==> src/rtl/mult_div_unit_pkg.sv <==
// Shared MDU op codes and op-class helpers for the multiply/divide unit.
// Op codes 7..10 (multiply-accumulate) are only honoured when MDU_MADD_EN is defined.
package mult_div_unit_pkg;

  localparam int unsigned OP_W = 4;

  localparam logic [OP_W-1:0] mduNone  = 4'd0;
  localparam logic [OP_W-1:0] mduMult  = 4'd1;
  localparam logic [OP_W-1:0] mduMultu = 4'd2;
  localparam logic [OP_W-1:0] mduDiv   = 4'd3;
  localparam logic [OP_W-1:0] mduDivu  = 4'd4;
  localparam logic [OP_W-1:0] mduMthi  = 4'd5;
  localparam logic [OP_W-1:0] mduMtlo  = 4'd6;
  localparam logic [OP_W-1:0] mduMadd  = 4'd7;
  localparam logic [OP_W-1:0] mduMaddu = 4'd8;
  localparam logic [OP_W-1:0] mduMsub  = 4'd9;
  localparam logic [OP_W-1:0] mduMsubu = 4'd10;

  // Two's-complement interpretation of operands.
  function automatic logic op_is_signed(input logic [OP_W-1:0] code);
    return (code == mduMult) || (code == mduDiv) || (code == mduMadd) || (code == mduMsub);
  endfunction

  function automatic logic op_is_div(input logic [OP_W-1:0] code);
    return (code == mduDiv) || (code == mduDivu);
  endfunction

endpackage

==> src/rtl/mult_div_unit_divider.sv <==
// Iterative unsigned restoring divider: one quotient bit per cycle, valid pulses after WIDTH iterations.
// A new start restarts the core regardless of any division in progress.
module mdu_divider #(
  parameter int unsigned WIDTH = 32
) (
  input  logic             clk,
  input  logic             reset_n,
  input  logic             start,
  input  logic [WIDTH-1:0] dividend,
  input  logic [WIDTH-1:0] divisor,
  output logic [WIDTH-1:0] quotient,
  output logic [WIDTH-1:0] remainder,
  output logic             valid
);

  localparam int unsigned CNT_W = $clog2(WIDTH + 1);

  logic [WIDTH-1:0] quo;
  logic [WIDTH-1:0] rem;
  logic [WIDTH-1:0] dvs;
  logic [CNT_W-1:0] cnt;
  logic             run;
  logic [WIDTH:0]   shifted_c;
  logic [WIDTH:0]   diff_c;

  // Partial remainder is always below the divisor, so bit WIDTH of diff is a clean borrow flag.
  always_comb begin
    shifted_c = {rem, quo[WIDTH-1]};
    diff_c    = shifted_c - {1'b0, dvs};
  end

  always_ff @(posedge clk or negedge reset_n) begin
    if (!reset_n) begin
      quo   <= '0;
      rem   <= '0;
      dvs   <= '0;
      cnt   <= '0;
      run   <= 1'b0;
      valid <= 1'b0;
    end else begin
      valid <= 1'b0;
      if (start) begin
        quo <= dividend;
        rem <= '0;
        dvs <= divisor;
        cnt <= CNT_W'(WIDTH);
        run <= 1'b1;
      end else if (run) begin
        if (!diff_c[WIDTH]) begin
          rem <= diff_c[WIDTH-1:0];
          quo <= {quo[WIDTH-2:0], 1'b1};
        end else begin
          rem <= shifted_c[WIDTH-1:0];
          quo <= {quo[WIDTH-2:0], 1'b0};
        end
        cnt <= cnt - CNT_W'(1);
        if (cnt == CNT_W'(1)) begin
          run   <= 1'b0;
          valid <= 1'b1;
        end
      end
    end
  end

  assign quotient  = quo;
  assign remainder = rem;

endmodule

==> src/rtl/mult_div_unit.sv <==
// Multi-cycle multiply/divide unit owning the HI/LO pair (MULT/MULTU/DIV/DIVU/MTHI/MTLO).
// Define MDU_MADD_EN to enable MADD/MADDU/MSUB/MSUBU accumulate ops.
module mult_div_unit
  import mult_div_unit_pkg::*;
#(
  parameter int unsigned WIDTH      = 32,
  parameter int unsigned MUL_CYCLES = 4
) (
  input  logic             clk,
  input  logic             reset_n,
  input  logic             start,
  input  logic [3:0]       op,
  input  logic [WIDTH-1:0] A,
  input  logic [WIDTH-1:0] B,
  input  logic             cancel,
  output logic             busy,
  output logic             done,
  output logic [WIDTH-1:0] hi,
  output logic [WIDTH-1:0] lo
);

  localparam int unsigned W2    = 2 * WIDTH;
  localparam int unsigned CNT_W = (MUL_CYCLES < 2) ? 1 : $clog2(MUL_CYCLES + 1);

  typedef enum logic [1:0] {S_IDLE, S_MUL, S_DIV} state_t;

  state_t           state, state_d;
  logic [CNT_W-1:0] cnt, cnt_d;
  logic [WIDTH-1:0] hi_d, lo_d, a_q, a_d, b_q, b_d;
  logic [3:0]       op_q, op_d;
  logic             busy_d, done_d;

  logic             div_start_c;
  logic [WIDTH-1:0] a_mag_c, b_mag_c;
  logic [WIDTH-1:0] div_quo, div_rem;
  logic             div_valid;
  logic [W2-1:0]    a_ext_c, b_ext_c, prod_c, mul_res_c;
  logic [WIDTH-1:0] div_hi_c, div_lo_c;

  function automatic logic is_mul_op(input logic [3:0] code);
`ifdef MDU_MADD_EN
    return (code == mduMult) || (code == mduMultu) || (code == mduMadd) ||
           (code == mduMaddu) || (code == mduMsub) || (code == mduMsubu);
`else
    return (code == mduMult) || (code == mduMultu);
`endif
  endfunction

  // Divider sees magnitudes; sign fixup happens at writeback from the latched operands.
  always_comb begin
    a_mag_c = (op_is_signed(op) && A[WIDTH-1]) ? -A : A;
    b_mag_c = (op_is_signed(op) && B[WIDTH-1]) ? -B : B;
  end

  mdu_divider #(.WIDTH(WIDTH)) u_divider (
    .clk       (clk),
    .reset_n   (reset_n),
    .start     (div_start_c),
    .dividend  (a_mag_c),
    .divisor   (b_mag_c),
    .quotient  (div_quo),
    .remainder (div_rem),
    .valid     (div_valid)
  );

  // Full-width product; truncation to 2*WIDTH gives the signed result for sign-extended operands.
  always_comb begin
    a_ext_c   = op_is_signed(op_q) ? {{WIDTH{a_q[WIDTH-1]}}, a_q} : {{WIDTH{1'b0}}, a_q};
    b_ext_c   = op_is_signed(op_q) ? {{WIDTH{b_q[WIDTH-1]}}, b_q} : {{WIDTH{1'b0}}, b_q};
    prod_c    = a_ext_c * b_ext_c;
    mul_res_c = prod_c;
`ifdef MDU_MADD_EN
    if ((op_q == mduMadd) || (op_q == mduMaddu)) begin
      mul_res_c = {hi, lo} + prod_c;
    end else if ((op_q == mduMsub) || (op_q == mduMsubu)) begin
      mul_res_c = {hi, lo} - prod_c;
    end
`endif
  end

  always_comb begin
    div_lo_c = (op_is_signed(op_q) && (a_q[WIDTH-1] ^ b_q[WIDTH-1])) ? -div_quo : div_quo;
    div_hi_c = (op_is_signed(op_q) && a_q[WIDTH-1]) ? -div_rem : div_rem;
    if (b_q == '0) begin
      div_lo_c = '1;
      div_hi_c = a_q;
    end
  end

  always_ff @(posedge clk or negedge reset_n) begin
    if (!reset_n) begin
      state <= S_IDLE;
      cnt   <= '0;
      hi    <= '0;
      lo    <= '0;
      a_q   <= '0;
      b_q   <= '0;
      op_q  <= mduNone;
      busy  <= 1'b0;
      done  <= 1'b0;
    end else begin
      state <= state_d;
      cnt   <= cnt_d;
      hi    <= hi_d;
      lo    <= lo_d;
      a_q   <= a_d;
      b_q   <= b_d;
      op_q  <= op_d;
      busy  <= busy_d;
      done  <= done_d;
    end
  end

  always_comb begin
    state_d     = state;
    cnt_d       = cnt;
    hi_d        = hi;
    lo_d        = lo;
    a_d         = a_q;
    b_d         = b_q;
    op_d        = op_q;
    busy_d      = busy;
    done_d      = 1'b0;
    div_start_c = 1'b0;

    case (state)
      S_IDLE: begin
        if (start && !cancel) begin
          if (op == mduMthi) begin
            hi_d = A;
          end else if (op == mduMtlo) begin
            lo_d = A;
          end else if (is_mul_op(op)) begin
            state_d = S_MUL;
            busy_d  = 1'b1;
            cnt_d   = CNT_W'(MUL_CYCLES);
            a_d     = A;
            b_d     = B;
            op_d    = op;
          end else if (op_is_div(op)) begin
            state_d     = S_DIV;
            busy_d      = 1'b1;
            div_start_c = 1'b1;
            a_d         = A;
            b_d         = B;
            op_d        = op;
          end
        end
      end

      S_MUL: begin
        if (cancel) begin
          state_d = S_IDLE;
          busy_d  = 1'b0;
          cnt_d   = '0;
        end else if (cnt == CNT_W'(1)) begin
          {hi_d, lo_d} = mul_res_c;
          state_d      = S_IDLE;
          busy_d       = 1'b0;
          done_d       = 1'b1;
          cnt_d        = '0;
        end else begin
          cnt_d = cnt - CNT_W'(1);
        end
      end

      S_DIV: begin
        if (cancel) begin
          state_d = S_IDLE;
          busy_d  = 1'b0;
        end else if (div_valid) begin
          hi_d    = div_hi_c;
          lo_d    = div_lo_c;
          state_d = S_IDLE;
          busy_d  = 1'b0;
          done_d  = 1'b1;
        end
      end

      default: begin
        state_d = S_IDLE;
        busy_d  = 1'b0;
      end
    endcase
  end

endmodule

==> config.mk <==
export PLATFORM = sky130hd
export DESIGN_NAME = mult_div_unit
export DESIGN_NICKNAME = d
export VERILOG_FILES = /design/src/rtl/mult_div_unit_pkg.sv /design/src/rtl/mult_div_unit_divider.sv /design/src/rtl/mult_div_unit.sv
export SDC_FILE = /design/constraint.sdc
export NUM_CORES = 2
export LEC_CHECK = 0
export BUFFER_PORTS_ARGS = -buffer_cell sky130_fd_sc_hd__buf_2
export CORE_MARGIN = 2
export CORE_UTILIZATION = 62
export DETAILED_ROUTE_END_ITERATION = 10
export PLACE_DENSITY = 0.79
export SLEW_MARGIN = 20
export SYNTH_ARGS = -nofsm -noshare
export SYNTH_HDL_FRONTEND = slang
export SYNTH_SLANG_ARGS = --single-unit
==> constraint.sdc <==
create_clock -name clk -period 13.6 [get_ports clk]
set_input_delay 2.72 -clock clk [delete_from_list [all_inputs] [get_ports clk]]
set_output_delay 2.72 -clock clk [all_outputs]
set_load 0.02 [all_outputs]
== Word level (Yosys, flattened, before mapping) ==
Index checks and enable logic that the tools add are counted.
Storage, ports and cells
  bits in registers: 243
  input bits: 72
  logic and storage cells: 161
  output and inout port bits: 66
Cells by class
  multiplexer cells: 81
  bitwise logic cells: 3
  $add $sub $neg: 7
  eq/ne operators: 29
  reductions and logical operators: 25
  multiply operators: 1
Operators by type and width (count)
  $mux W32: 28
  $pmux W32 S3: 2
  $mux W64: 2
  $neg A32 Y32: 4
  $mul A64 B64 Y64: 1
  $sub A33 B32 Y33: 1
  $logic_not A32 Y1: 1
  $mux W1: 26
  $eq A4 B3 Y1 const B: 5
  $mux W2: 9
  $mux W3: 6
  $ne A2 B2 Y1 const B: 9
  $eq A4 B2 Y1 const B: 3
  $mux W6: 2
  $reduce_and A5 Y1: 2
  $eq A4 B1 Y1 const B: 2
  $eq A4 B4 Y1 const B: 2
  $logic_or A1 B1 Y1: 8
  $mux W4: 2
  $reduce_and A8 Y1: 1
  $reduce_and A7 Y1: 1
  $eq A6 B1 Y1 const B: 1
  $ne A3 B3 Y1 const B: 2
  $pmux W2 S3: 1
  18 further kinds: 25

== Depth between registers and ports, before layout ==
  depth after elaboration: 10
  gate-level depth with buffers: 37
  gate-level depth less buffers: 34

== Modules after synthesis ==
A second synthesis with hierarchy kept.
Unflattened totals
  cell total of the unflattened synthesis: 7063
  area, all modules: 63432.1 sq um
Modules (own cells, without submodules)
  mult_div_unit: area an instance 57022.2 sq um, cells an instance 6314, sequential area each 3478.3 sq um, instances 1
  mdu_divider: area an instance 6409.9 sq um, cells an instance 749, sequential area each 2602.5 sq um, instances 1

== Least setup slack after synthesis ==
Ideal clock, no wire load.
  path type: register to register
  start point: reg op_q[1]
  end point: reg hi[29]
  required time: 13479 ps
  setup slack: 3702 ps
  arrival: 9777 ps
  clock period less this slack: 9898 ps
  stages on the path, launching flop included: 35
  library setup time: 121 ps
  path buffers: 5
  cells stage by stage: dfrtp_1 -> mux2i_1 -> and3_1 -> clkbuf_1 -> clkbuf_1 -> clkbuf_1 -> clkbuf_1 -> nand2_1 -> fa_1 -> inv_1 -> fa_1 -> fa_1 -> inv_1 -> fa_1 -> inv_1 -> fa_1 -> fa_1 -> fa_1 -> fa_1 -> fa_1 -> inv_1 -> fa_1 -> inv_1 -> ha_1 -> clkbuf_1 -> a21o_1 -> a21o_1 -> a21o_1 -> a21o_1 -> a21oi_1 -> o21ai_0 -> or2_2 -> a21o_1 -> a211o_1 -> a22o_1
On the way
  longest elaborated chain between the ends: 10
  elaborated cells between the ends (all ways): 18
  classes of those cells: mul: 1; eq/ne: 4; mux: 9; reduce/logical: 4
RTL lines
  from (decl): RTL line mult_div_unit.sv:30  | logic [3:0] op_q, op_d;
  from (signal assigned): RTL line mult_div_unit.sv:98  | op_q <= mduNone;
  from (signal assigned): RTL line mult_div_unit.sv:108  | op_q <= op_d;
  $eq A4 B1 Y1 or $eq A4 B2 Y1 (tied branches): RTL line mult_div_unit_pkg.sv:21  | return (code == mduMult) || (code == mduDiv) || (code == mduMadd) || (code == mduMsub);
  $logic_or A1 B1 Y1 (2 in series): RTL line mult_div_unit_pkg.sv:21
  $logic_or A1 B1 Y1 (*): RTL line mult_div_unit_pkg.sv:21
  parallel branches: the longest is 5 deep, another holds $mul A64 B64 Y64
  $pmux W32 S3 (*): RTL line mult_div_unit.sv:126  | case (state)
  to (signal assigned): RTL line mult_div_unit.sv:104  | hi <= hi_d;
  to (decl): RTL line mult_div_unit.sv:18  | output logic [WIDTH-1:0] hi,
Mark *: on every way between the ends. The select of a mux whose other input is x is not followed.
A chain may end at the register's enable or synchronous reset.

== Final worst setup path ==
  start point: reg op_q[1]
  end point: reg hi[30]
The elaborated chain is that of the path after synthesis.

==> impl_results.md <==
* Depth of the worst register-to-register path at 30
* Die Y at about 320 microns
* Number of warnings printed during yosys synthesis at 0
* Residual DRC at 0
* Worst reg2reg setup slack at approximately 3200 ps
* Highest attainable clock frequency at between 90 and 100 MHz
* Number of antenna violations at the first check in global routing at 6
* Synth Flop Type: dfrtp_1
* Synth Instances at about 7000
* Post-synthesis cell area at between 60000 and 70000 sq um
* DIE AREA at between 100000 and 150000 sq um
* Vias at ~48000
* Kind of capture point of the worst setup path: flip-flop
* Setup TNS at 0 ps
* Final-report max-slew violation count at 0
* Clock period minus final worst setup slack at 10420 ps
* Sink of the worst hold path: lo[2]$_DFFE_PN0P_
* CTS-repair resized insts at 0
* Startpoint type of the worst setup path: flip-flop
* Startpoint of the worst hold path: lo[2]$_DFFE_PN0P_
* Number of buffer cells added on primary ports at about 140
* Maximum number of pins on one net before global-route repair at 123
* Average wire per cell in the routed design at roughly 23 microns
* End of the worst register-to-register path: hi[30]$_DFFE_PN0P_
* Post-DRT Antenna Nets at 0
* Cell variety after synth at 95
* Clock-pin slew on the worst setup and hold paths at about 70 ps
* Iteration count of the initial detailed-routing pass at 8
* Critical path peak fanout at 40
* Top library cells by usage in the layout, fill and taps aside: inv_1 (1652), fa_1 (1420), nand2_1 (1017)
* Mean instance size in the synthesized netlist at 9.04 sq um
* Number of flops mapped to enable cells by yosys at 0
* Yosys top cell area share at 0.449
* Worst path slowest cell: fa_1
* Data required, critical path at around 14000 ps
* Ys async rst share at 1.00
* Start of the worst register-to-register path: op_q[1]$_DFFE_PN0P_
* Largest cells by area after synthesis: fa_1 (45%), inv_1 (9.8%), dfrtp_1 (9.6%)
* Period utilization at 0.766
* Number of primary I/O pins at between 100 and 150
* Number of buffers inserted for hold repair after clock tree synthesis at 0
* Via count of the first global-routing pass at 51500
* Worst Skew at between 30 and 40 ps
* Buffers inserted by post-CTS timing repair at 0
* Net count of the mapped netlist at 8855
* Clock Sinks at between 200 and 250
* Unrepaired setup endpoints after global routing: false
* Slew HR at 0.245
* Total count of hold-check failures in the final report at 0
* Vias per Instance at 5.86
* Relative area change from synthesis to final layout at 4.14%
* Core Area at about 100000 sq um
* Starting utilization of the core area at 0.624
* Final wirelength at between 150 and 200 mm
* Flop and latch count out of synthesis at roughly 240
* Clock buffer depth at 3
* Final setup violating endpoints at 0
* Worst Setup Path Type: reg2reg
* Cell type with the largest total area after synthesis: fa_1
* Slew at the pin with the worst max-slew slack at 1130 ps
* Overall overflow remaining after global route at 0
* Run status: complete, no violations
* Sequential area share after synthesis at 0.0960
* Num rows at ~120
* CTS Root Cell: clkbuf_16
* Max H-tree Level at 1
* Number of cells on the worst hold path at 1
* Post-layout net count at 8710
* Latest clock arrival within the worst-skew pair at 610 ps
* Starting DRC count in detailed routing at between 4000 and 5000
* Final core utilization at 0.650
* Max-cap violation count at 0
* Total CTS buffers at 28
* Critical path arrival at ~11000 ps
* Commonest non-fill, non-tap cell in the layout: inv_1
* Global Route Usage Sum at 0.375
* Routability cong. at between 1 and 1.5
* Most frequent cell on the critical path: fa_1
* First-pass GRT wire length at approximately 300 mm
* DIE WIDTH at between 300 and 400 microns
* Largest stage delay on the critical path at roughly 770 ps
* Class of the worst hold path: reg2reg
* Share of post-route cells with drive strength above 1 at 0.0568
* HPWL Detailed at around 150 mm
* CTS tree: built
-- per-stage QoR --
stage | setup slack [ps] | cells | hold WS (ps) | area, sq um
floorplan | 3700 | 7010 | 443 | 63400
global placement | 3500 | 8203 | 457 | 65000
detailed placement | 3260 | 8203 | 462 | 65000
CTS | 3230 | 8255 | 475 | 66000
global route | 2540 | 8256 | 494 | 66000
finish | 3180 | 8260 | 475 | 66000
-- area by class of cell --
class                   count  area (sq um)
inverters                1653          6200
diodes                      5          12.5
well taps                1368          1710
clock buffers              38           808
clock inverters            14           204
fillers                  8273         35600
multi-input cells        4716         49600
flip-flops and latches    243          6090
repair buffers            223          1340
-- kinds of logic (layout without fill, tap and decap cells) --
logic type / after synthesis / count (layout) / synth area share
buffers and inverters: 2051 / 1928 / 0.122
adder cells (fa/ha/maj): 1776 / 1776 / 0.519
AO/OA/AOI/OAI: 793 / 793 / 0.0786
other: 0 / 5 / 0
AND/OR/NAND/NOR: 1758 / 1758 / 0.127
XOR/XNOR: 263 / 263 / 0.0363
flip-flops: 243 / 243 / 0.0960
multiplexers: 126 / 126 / 0.0212
-- how the worst max path moves through the flow --
stage / start / end / slack, ps / cells past startpoint
after floorplan: op_q[1]$_DFFE_PN0P_ / hi[29]$_DFFE_PN0P_ / 3700 / 34
final: op_q[1]$_DFFE_PN0P_ / hi[30]$_DFFE_PN0P_ / 3180 / 30
after global placement: op_q[1]$_DFFE_PN0P_ / hi[29]$_DFFE_PN0P_ / 3500 / 29
after global routing: op_q[1]$_DFFE_PN0P_ / hi[30]$_DFFE_PN0P_ / 2540 / 29
after detailed placement: op_q[1]$_DFFE_PN0P_ / hi[30]$_DFFE_PN0P_ / 3260 / 30
after CTS: op_q[1]$_DFFE_PN0P_ / hi[30]$_DFFE_PN0P_ / 3230 / 30
-- critical path: cells and delay by family (launching register included) --
kind / cells / cell delay, ps
adders and majority gates: 11 / 5690
buffers and inverters: 8 / 980
DFF: 1 / 370
and+or+nand+nor: 5 / 1260
muxes: 1 / 480
AOI/OAI and AO/OA: 5 / 1530
-- metal layers --
metal / vias to the layer above / global-route usage / share of wire
met4: 2 / 0.216 / 0.070
li1: 20700 / - / -
met3: 635 / 0.0754 / 0.099
met5: - / 0 / 0.00012
met2: 2550 / 0.591 / 0.46
met1: 24600 / 0.487 / 0.37
-- state kept, by name, indices dropped and copies added, names as in the netlist --
name,cells
hi,32
op_q,4
lo,32
u_divider.valid,1
b_q,32
state,2
done,1
u_divider.cnt,6
u_divider.quotient,32
u_divider.remainder,32
cnt,3
a_q,32
u_divider.run,1
u_divider.dvs,32
busy,1
-- cells in the mapped netlist (4+ instances only) --
master,number
o21bai_1,26
o21ai_0,256
a211oi_1,15
nand4b_1,4
dfrtp_1,243
and3_1,18
o41ai_1,8
a221o_1,4
nand3_1,32
nor2_1,165
a31o_2,8
a221oi_1,7
or4_1,6
nand2b_1,18
a21oi_1,214
or3_1,18
nor4_1,25
clkbuf_1,376
fa_1,1420
a21o_1,63
mux2_2,64
xnor2_1,169
o221a_2,7
nand3b_1,4
nand2_1,1018
o2111ai_1,4
buf_1,16
o211ai_1,16
o22ai_1,8
nand4_1,23
ha_1,353
o31ai_1,56
a311oi_1,11
nor2b_1,16
a31oi_1,21
o21a_1,10
o21ai_1,7
a41oi_1,6
and2_1,357
xor2_1,94
mux2i_1,62
inv_1,1652
nor3_1,33
Power is not shown: default switching activity piles up to over one toggle a cycle in this logic, so the estimate is an artifact.
